**src/rtl/ber_accum.sv**
```systemverilog
// ber_accum: windowed bit/error accumulator with hold-until-ack result (optional lifetime totals under BER_ACCUM_TOTAL_EN)
module ber_accum #(
  parameter int CNT_W = 32
) (
  input  logic               clk,
  input  logic               rst,
  input  logic               enable,
  input  logic               error_flag,
  input  logic               start,
  input  logic [CNT_W-1:0]   win_len,
  input  logic               ack,
  output logic               busy,
  output logic               done,
  output logic [CNT_W-1:0]   bit_count,
  output logic [CNT_W-1:0]   err_count,
`ifdef BER_ACCUM_TOTAL_EN
  output logic [CNT_W+15:0]  err_total,
  output logic [CNT_W+15:0]  bit_total,
`endif
  output logic               err_sat
);
  typedef enum logic [1:0] {IDLE, RUN, HOLD} state_t;
  state_t state_q, state_d;
  logic [CNT_W-1:0] len_q, len_d, bit_q, bit_d, err_q, err_d;
  logic sat_q, sat_d;
  logic bit_inc, err_inc, err_max;
  assign bit_inc = (state_q == RUN) && enable;
  assign err_inc = bit_inc && error_flag;
  assign err_max = &err_q;
  // state and window registers
  always_ff @(posedge clk) begin
    if (rst) begin
      state_q <= IDLE;
      len_q   <= '0;
      bit_q   <= '0;
      err_q   <= '0;
      sat_q   <= 1'b0;
    end else begin
      state_q <= state_d;
      len_q   <= len_d;
      bit_q   <= bit_d;
      err_q   <= err_d;
      sat_q   <= sat_d;
    end
  end
  // next state: zero-length window skips straight to HOLD; ack wins over start in HOLD
  always_comb begin
    state_d = state_q;
    case (state_q)
      IDLE:    state_d = start ? ((win_len == '0) ? HOLD : RUN) : IDLE;
      RUN:     state_d = (bit_inc && (bit_q + CNT_W'(1) == len_q)) ? HOLD : RUN;
      HOLD:    state_d = ack ? IDLE : HOLD;
      default: state_d = IDLE;
    endcase
  end
  // window counters: cleared on accepted start, advanced on strobes in RUN, error count saturates
  always_comb begin
    len_d = len_q;
    bit_d = bit_q;
    err_d = err_q;
    sat_d = sat_q;
    if (state_q == IDLE && start) begin
      len_d = win_len;
      bit_d = '0;
      err_d = '0;
      sat_d = 1'b0;
    end else if (bit_inc) begin
      bit_d = bit_q + CNT_W'(1);
      err_d = (err_inc && !err_max) ? err_q + CNT_W'(1) : err_q;
      sat_d = sat_q | (err_inc && err_max);
    end
  end
  // outputs come straight from registers
  always_comb begin
    busy      = (state_q == RUN);
    done      = (state_q == HOLD);
    bit_count = bit_q;
    err_count = err_q;
    err_sat   = sat_q;
  end
`ifdef BER_ACCUM_TOTAL_EN
  logic [CNT_W+15:0] btot_q, etot_q;
  // lifetime totals, cleared only by reset, saturating at all-ones
  always_ff @(posedge clk) begin
    if (rst) begin
      btot_q <= '0;
      etot_q <= '0;
    end else begin
      btot_q <= (bit_inc && !(&btot_q)) ? btot_q + (CNT_W+16)'(1) : btot_q;
      etot_q <= (err_inc && !(&etot_q)) ? etot_q + (CNT_W+16)'(1) : etot_q;
    end
  end
  assign bit_total = btot_q;
  assign err_total = etot_q;
`endif
endmodule

```
**config.mk**
```make
export PLATFORM = sky130hd
export DESIGN_NAME = ber_accum
export DESIGN_NICKNAME = d
export VERILOG_FILES = /design/src/rtl/ber_accum.sv
export SDC_FILE = /design/constraint.sdc
export NUM_CORES = 1
export LEC_CHECK = 0
export ABC_CLOCK_PERIOD_IN_PS = 4800
export CORE_UTILIZATION = 51
export DETAILED_ROUTE_END_ITERATION = 12
export PLACE_DENSITY = 0.79
export SLEW_MARGIN = 30
export SYNTH_ARGS = -nofsm -noshare
export SYNTH_HDL_FRONTEND = slang
export SYNTH_SLANG_ARGS = --single-unit
```
**constraint.sdc**
```tcl
create_clock -name clk -period 4.8 [get_ports clk]
set_input_delay 0.48 -clock clk [delete_from_list [all_inputs] [get_ports clk]]
set_output_delay 0.48 -clock clk [all_outputs]
set_load 0.03 [all_outputs]
```
==> key figures, run 1 <==
Worst setup path
  – Crit path max-delay cell type: dfxtp_1
  – CP Capture Type: flip-flop
  – Most used cell, CP: nand4_1
  – Reg-to-reg endpoint: state_q[1]$_SDFF_PP0_
  – Critical R2R Launch: bit_count[0]$_SDFFE_PP0P_
  – CP startpoint kind: flip-flop
  – Critical path data required time: 5070 ps
  – R2R setup slack: 1940 ps
  – Critical Path AT: 3140 ps
  – CP Class: reg2reg
  – Worst path cell trace: ha_1 > nand4_1 > nor4_4 > nand4b_1 > xnor2_1 > nand2_1 > nor4_1 > nand4_1 > a221oi_2
  – Crit-path max cell delay: 510 ps
  – R2R cell count: 9
  – Worst-path maximum fanout: 9

Synth
  – Post-Synthesis Cells: 654
  – Yosys cell types: 49
  – Cell Area, Synth: 5170 um^2
  – Synth Warn #: 0
  – Post-synth EDFFs: 0
  – Synth async-reset ratio: 0%
  – Sequential area share after synthesis: 38.3%
  – Syn Nets: 694
  – Main synth FF type: dfxtp_1
  – Number of synthesized register bits: 99
  – Synthesized area per cell: 7.91 um^2

Floorplanning
  – Die area: 10,500 um^2
  – FP Rows: 36
  – Num ports: 105
  – Die width: 103 um
  – DIE HEIGHT: 103 um
  – Initial Util: 52.7%
  – Core footprint: 9820 um^2

Detailed routing
  – Remaining antenna violation count after routing: 0
  – Drt total wl: 13,300 um
  – DRC violations left: 0
  – Drt wl/cell: 15.3 um
  – 1st-pass router iterations: 5
  – Vias/cell: 5.62
  – Starting DRT DRC Count: 331
  – Via count: 4,892

Layout
  – Synthesis-to-layout area growth: 24.0%
  – Antenna cells: 0
  – Area of the multi-input gates: 2990 um^2
  – Layout Nets: 772
  – Final non-filler cell total: 870
  – Share of cells above drive strength 1: 4.34%
  – Fill count: 879
  – FF/Latch Area: 1980 um^2

Place
  – IO buf count: 104
  – Detailed placement HPWL: 10,200 um
  – Placed cell count: 854
  – Final GP Congestion: 0.990

Power
  – Int Power: 0.00110 W
  – PD cells: 234 nW/um^2
  – Psw: 0.000400 W
  – Switch share: 26.7%
  – Clock network power share: 33.3%
  – Seq pwr share: 57.2%
  – Peak VDD IR: 0.197 mV
  – P_leak: 2.11 nW
  – Logic gate share of total power: 9.5%

GRT
  – Initial antenna violation count: 0
  – Largest net degree at the start of global routing: 43
  – First-pass GRT wire length: 21,900 um
  – GRT Resource Usage Total: 26.6%
  – Vias in the first global route: 4,569
  – Grt total ovfl: 0

Hold path
  – Worst min path class: reg2reg
  – Hold-critical path endpoint: len_q[25]$_SDFFE_PP0P_
  – Hold wc startpoint: len_q[25]$_SDFFE_PP0P_
  – Hold Crit Depth: 2

Clock network
  – Worst-path clk slew: 100 ps
  – CTS tree: yes
  – Cts repair resizes: 0
  – Clock sinks: 99
  – # hold bufs at CTS: 0
  – H-tree level count: 3
  – Clock Tree Buf Depth: 2
  – Post-CTS setup buffers: 0
  – Root Buffer: clkbuf_8
  – Worst skew pair latency: 370 ps
  – Total CTS buffers: 9

STA
  – Setup repair after global routing missed its margin: no
  – Setup Skew: 13.5 ps
  – Period utilization: 59.6%
  – Min Tclk post-route: 2860 ps
  – Final setup fails: 0
  – Setup TNS Final: 0 ps
  – Least-Margin Pin Slew: 851 ps
  – Hold Vio Cnt, Final: 0
  – Max-Slew Margin vs Limit: 43.2%
  – Fmax: 0.350 GHz
  – Final Max Tran Viols: 0
  – WHS: 478 ps

Flow run
  – Max-Cap Viols: 0

Outcome
  – Status: complete, no violations
## critical path: cells and delay by family, from the launching register on
family	cells	cell delay, ps
compound gates	1	240
flops	1	510
xor+xnor	1	200
fa+ha+maj	1	380
simple gates	6	1440
## through the flow
step	total power [W]	area (um^2)	utilization, %	setup slack [ps]
6_report	0.00150	6410	65.3	1940
5_1_grt	0.00156	6410	65.3	1710
4_1_cts	0.00151	6410	65.3	1970
3_5_place_dp	0.00102	6230	63.5	2000
3_3_place_gp	0.00101	6230	63.5	2110
2_1_floorplan	0.000955	5170	-	2190
## Yosys cell counts, types with 2 or more instances
library cell  count  area share [%]
xnor2_1          44             7.5
dfxtp_1          99              38
nand4_1          22             2.7
clkbuf_2          2            0.19
and3b_1           2            0.34
nor4_1           15             1.8
nand3_2           2            0.39
nor3_1            9            0.87
nand2b_1          4            0.48
nor3_2            2            0.39
o21ai_0          14             1.4
and3_1           15             1.8
nand3_1          31             3.0
nor2b_1           2            0.24
ha_1              2            0.48
nand2_1         106             7.7
buf_2            10            0.97
nand4b_1          3            0.51
or3_1            18             2.2
buf_1             3            0.22
a21oi_1          48             4.6
o211ai_1          2            0.29
clkbuf_1         24             1.7
a211o_1           2            0.34
and2_1            5            0.60
mux2i_1           5            0.97
a31oi_1           6            0.73
nor4_2            2            0.48
nor2_1           71             5.2
and3_2            2            0.29
inv_1             8            0.58
and4_1            8             1.4
xor2_1           49             8.3
a211oi_1          2            0.29
## placed cells by master (no fill, tap or decap), types with 2 or more instances in the layout
cell and count:
a211o_1 2, a211oi_1 2, a21oi_1 48, a31oi_1 6, and2_1 5, and3_1 14
and3_2 3, and3b_1 2, and4_1 8, buf_4 3, clkbuf_8 9, clkdlybuf4s50_1 104
clkinv_4 2, clkinvlp_4 3, dfxtp_1 99, ha_1 2, inv_1 8, mux2i_1 5
nand2_1 106, nand2b_1 3, nand3_1 31, nand3_2 2, nand4_1 22, nand4b_1 3
nor2_1 71, nor2b_1 2, nor3_1 9, nor3_2 2, nor4_1 15, nor4_2 2
o211ai_1 2, o21ai_0 14, or3_1 18, xnor2_1 44, xor2_1 49
## state kept, by name, indices dropped and copies added, names as in the netlist
signal     cells
bit_count     32
err_sat        1
len_q         32
state_q        2
err_count     32
## worst max-delay path by stage
stage                         startpoint                         end  slack [ps]  depth (start not counted)
4_1_cts        bit_count[0]$_SDFFE_PP0P_       state_q[1]$_SDFF_PP0_        1970                          9
2_1_floorplan  bit_count[1]$_SDFFE_PP0P_       state_q[1]$_SDFF_PP0_        2190                         10
6_report       bit_count[0]$_SDFFE_PP0P_       state_q[1]$_SDFF_PP0_        1940                          9
3_3_place_gp                         rst  err_count[28]$_SDFFE_PP0P_        2110                          5
3_5_place_dp                      enable       state_q[1]$_SDFF_PP0_        2000                          8
5_1_grt        bit_count[0]$_SDFFE_PP0P_       state_q[1]$_SDFF_PP0_        1710                          9
## final cells by class
class                   count  share of cell area (%)
clock buffers              10                    1.99
inverters                   8                   0.468
repair buffers            107                    16.6
multi-input cells         507                    46.6
flip-flops and latches     99                    30.9
clock inverters             6                   0.800
well taps                 133                    2.60
## power by group through the flow
stage	logic [W]	registers, W	clock network (W)
2_1_floorplan	0.0000855	0.000870	0
3_3_place_gp	0.000140	0.000874	0
3_5_place_dp	0.000142	0.000875	0
4_1_cts	0.000142	0.000856	0.000507
5_1_grt	0.000157	0.000859	0.000549
6_report	0.000142	0.000856	0.000500
## layer usage
metal  vias to the layer above  track usage [%]  share of wire [%]
met5                         -                0                  0
met1                      2287             33.6                 44
met2                       183             45.1                 48
met3                        22             4.95                6.5
li1                       2400                -                  -
met4                         0             9.89                1.9
## cell families (layout without fill, tap and decap cells)
kind of cell / count (synthesis) / count (layout) / share of synthesized area [%]
multiplexers: 5 / 5 / 0.968
XOR/XNOR: 93 / 93 / 15.8
buffers and inverters: 48 / 131 / 3.92
adder cells (fa/ha/maj): 2 / 2 / 0.484
AO/OA/AOI/OAI: 82 / 82 / 9.07
flip-flops: 99 / 99 / 38.3
AND/OR/NAND/NOR: 325 / 325 / 31.5
(Power assumes the default switching activity.)
==> run 2, diff against run 1 <==
--- a/config.mk
+++ b/config.mk
@@ -5,7 +5,7 @@
 export SDC_FILE = /design/constraint.sdc
 export NUM_CORES = 1
 export LEC_CHECK = 0
-export ABC_CLOCK_PERIOD_IN_PS = 4800
+export ABC_CLOCK_PERIOD_IN_PS = 2900
 export CORE_UTILIZATION = 51
 export DETAILED_ROUTE_END_ITERATION = 12
 export PLACE_DENSITY = 0.79
==> constraint.sdc (replaced) <==
create_clock -name clk -period 2.9 [get_ports clk]
set_input_delay 0.29 -clock clk [delete_from_list [all_inputs] [get_ports clk]]
set_output_delay 0.29 -clock clk [all_outputs]
set_load 0.03 [all_outputs]
==> key figures, run 2 (same netlist as run 1, synthesis figures left out) <==
Outcome
  – Status: complete, no violations (unchanged)

Hold path
  – Worst min path class: in2reg (was reg2reg)

Clock network
  – Worst-path clk slew: 100 ps (about the same)
  – Clock sinks: 99 (unchanged)
  – Cts repair resizes: 0 (unchanged)
  – Post-CTS setup buffers: 0 (unchanged)
  – Root Buffer: clkbuf_8 (unchanged)
  – Total CTS buffers: 9 (unchanged)
  – H-tree level count: 3 (unchanged)
  – # hold bufs at CTS: 0 (unchanged)
  – Clock Tree Buf Depth: 2 (unchanged)
  – Worst skew pair latency: 390 ps (was 370 ps)
  – CTS tree: yes (unchanged)

GRT
  – GRT Resource Usage Total: 27.4% (was 26.6%)
  – Vias in the first global route: 4,424 (was 4,569)
  – First-pass GRT wire length: 21,800 um (was 21,900 um)
  – Largest net degree at the start of global routing: 45 (was 43)
  – Grt total ovfl: 0 (unchanged)
  – Initial antenna violation count: 0 (unchanged)

Layout
  – Fill count: 860 (was 879)
  – Layout Nets: 787 (was 772)
  – Commonest non-fill, non-tap cell in the layout: nand2_1 (unchanged)
  – Share of cells above drive strength 1: 6.25% (was 4.34%)
  – Synthesis-to-layout area growth: 27.0% (was 24.0%)
  – Most frequent cells in the layout: nand2_1 (106), clkdlybuf4s50_1 (104), dfxtp_1 (99), nor2_1 (71), xor2_1 (49) (unchanged)
  – Antenna cells: 0 (unchanged)

Worst setup path
  – Worst path cell trace: nand3_2 > nor4_4 > nand4b_1 > xnor2_1 > nand2_1 > nor4_1 > nand4_1 > a221oi_2 (was ha_1 > nand4_1 > nor4_4 > nand4b_1 > xnor2_1 > nand2_1 > nor4_1 > nand4_1 > a221oi_2)
  – CP Capture Type: flip-flop (unchanged)
  – Crit-path max cell delay: 540 ps (was 510 ps)
  – Bufs and invs on worst path: 0 (unchanged)
  – CP top delay family: simple AND/OR/NAND/NOR gates (unchanged)
  – Worst-path maximum fanout: 10 (was 9)
  – CP Class: reg2reg (unchanged)
  – Critical Path AT: 2930 ps (was 3140 ps)
  – Critical path data required time: 3210 ps (was 5070 ps)
  – CP startpoint kind: flip-flop (unchanged)
  – Crit path max-delay cell type: nor4_4 (was dfxtp_1)

Power
  – P_leak: 2.22 nW (was 2.11 nW)
  – Peak VDD IR: 0.416 mV (was 0.197 mV)
  – PD cells: 398 nW/um^2 (was 234 nW/um^2)
  – Pwr Total: 0.00261 W (was 0.00150 W)

STA
  – Hold Vio Cnt, Final: 0 (unchanged)
  – Setup Skew: 15.2 ps (was 13.5 ps)
  – Min Tclk post-route: 2620 ps (was 2860 ps)
  – Setup TNS Final: 0 ps (unchanged)
  – Period utilization: 90.3% (was 59.6%)
  – Final Max Tran Viols: 0 (unchanged)
  – Max-Slew Margin vs Limit: 60.7% (was 43.2%)
  – Least-Margin Pin Slew: 585 ps (was 851 ps)
  – Setup repair after global routing missed its margin: no (unchanged)
  – WHS: 469 ps (was 478 ps)
  – Fmax: 0.382 GHz (was 0.350 GHz)
  – Final setup fails: 0 (unchanged)

Floorplanning
  – Num ports: 105 (unchanged)
  – Initial Util: 52.7% (unchanged)
  – Core footprint: 9820 um^2 (unchanged)
  – Die area: 10,500 um^2 (unchanged)
  – FP Rows: 36 (unchanged)
  – DIE HEIGHT: 103 um (unchanged)
  – Die width: 103 um (unchanged)

Detailed routing
  – Vias/cell: 5.58 (was 5.62)
  – Starting DRT DRC Count: 270 (was 331)
  – Drt wl/cell: 15.7 um (was 15.3 um)
  – Drt total wl: 13,900 um (was 13,300 um)
  – Remaining antenna violation count after routing: 0 (unchanged)
  – Via count: 4,940 (was 4,892)
  – DRC violations left: 0 (unchanged)
  – 1st-pass router iterations: 5 (unchanged)

Flow run
  – Max-Cap Viols: 0 (unchanged)

Place
  – Detailed placement HPWL: 10,600 um (was 10,200 um)
  – IO buf count: 104 (unchanged)
  – Final GP Congestion: 0.958 (was 0.990)
[run 2: cell types whose count changed in the layout (fill, tap and decap cells not counted)]
| cell | delta |
|---|---|
| and3_2 | -1 |
| inv_6 | +2 |
| and3_1 | +1 |
| clkbuf_1 | -1 |
| buf_12 | +1 |
| clkinvlp_4 | -2 |
| buf_4 | +14 |
| inv_8 | -1 |
| bufinv_16 | +1 |
| clkbuf_8 | +1 |
[run 2: path summary, 6_finish.rpt]
check                                                from                      to  slack [ps]  depth (start not counted)
worst min-delay path                          win_len[31]  len_q[31]$_SDFFE_PP0P_         470                          3
worst max register to register  bit_count[2]$_SDFFE_PP0P_   state_q[1]$_SDFF_PP0_         280                          8
worst max-delay path            bit_count[2]$_SDFFE_PP0P_   state_q[1]$_SDFF_PP0_         280                          8
worst min register to register     len_q[21]$_SDFFE_PP0P_  len_q[21]$_SDFFE_PP0P_         470                          2
[run 2: worst min-delay path: cells and delay by family]
kind / cells / cell delay (ps)
and+or+nand+nor: 1 / 60
AOI/OAI and AO/OA: 1 / 50
buffers and inverters: 1 / 420
[run 2: per-layer routing]
metal / global-route usage [%] / vias to the layer above / wire (um)
met4: 9.89 / 0 / 269
met1: 33.1 / 2316 / 6050
met3: 7.93 / 28 / 872
met2: 46.1 / 163 / 6700
met5: 0 / - / 0
li1: - / 2433 / -
[run 2: metrics by stage]
step	worst slack [ps]	utilization [%]	std cells	instance area, um^2
floorplan	295	-	654	5170
global placement	440	64.7	869	6360
detailed placement	329	64.7	869	6360
CTS	312	66.9	885	6570
global route	6.30	66.9	885	6570
finish	282	66.9	885	6570
[run 2: cell type report]
class                      count  area (um^2)  area share, %
multi-input combinational    507         2990           45.5
sequential                    99         1980           30.2
timing repair buffer         122         1190           18.1
tap                          133          166           2.53
clock buffer                  10          138           2.10
clock inverter                 6         72.6           1.11
inverter                       8         30.0          0.457
[run 2: power breakdown]
group | internal, W | switching [W] | leakage (nW)
clock | 0.000431 | 0.000518 | 0.103
combinational | 0.000114 | 0.000133 | 1.31
sequential | 0.00139 | 0.0000281 | 0.803
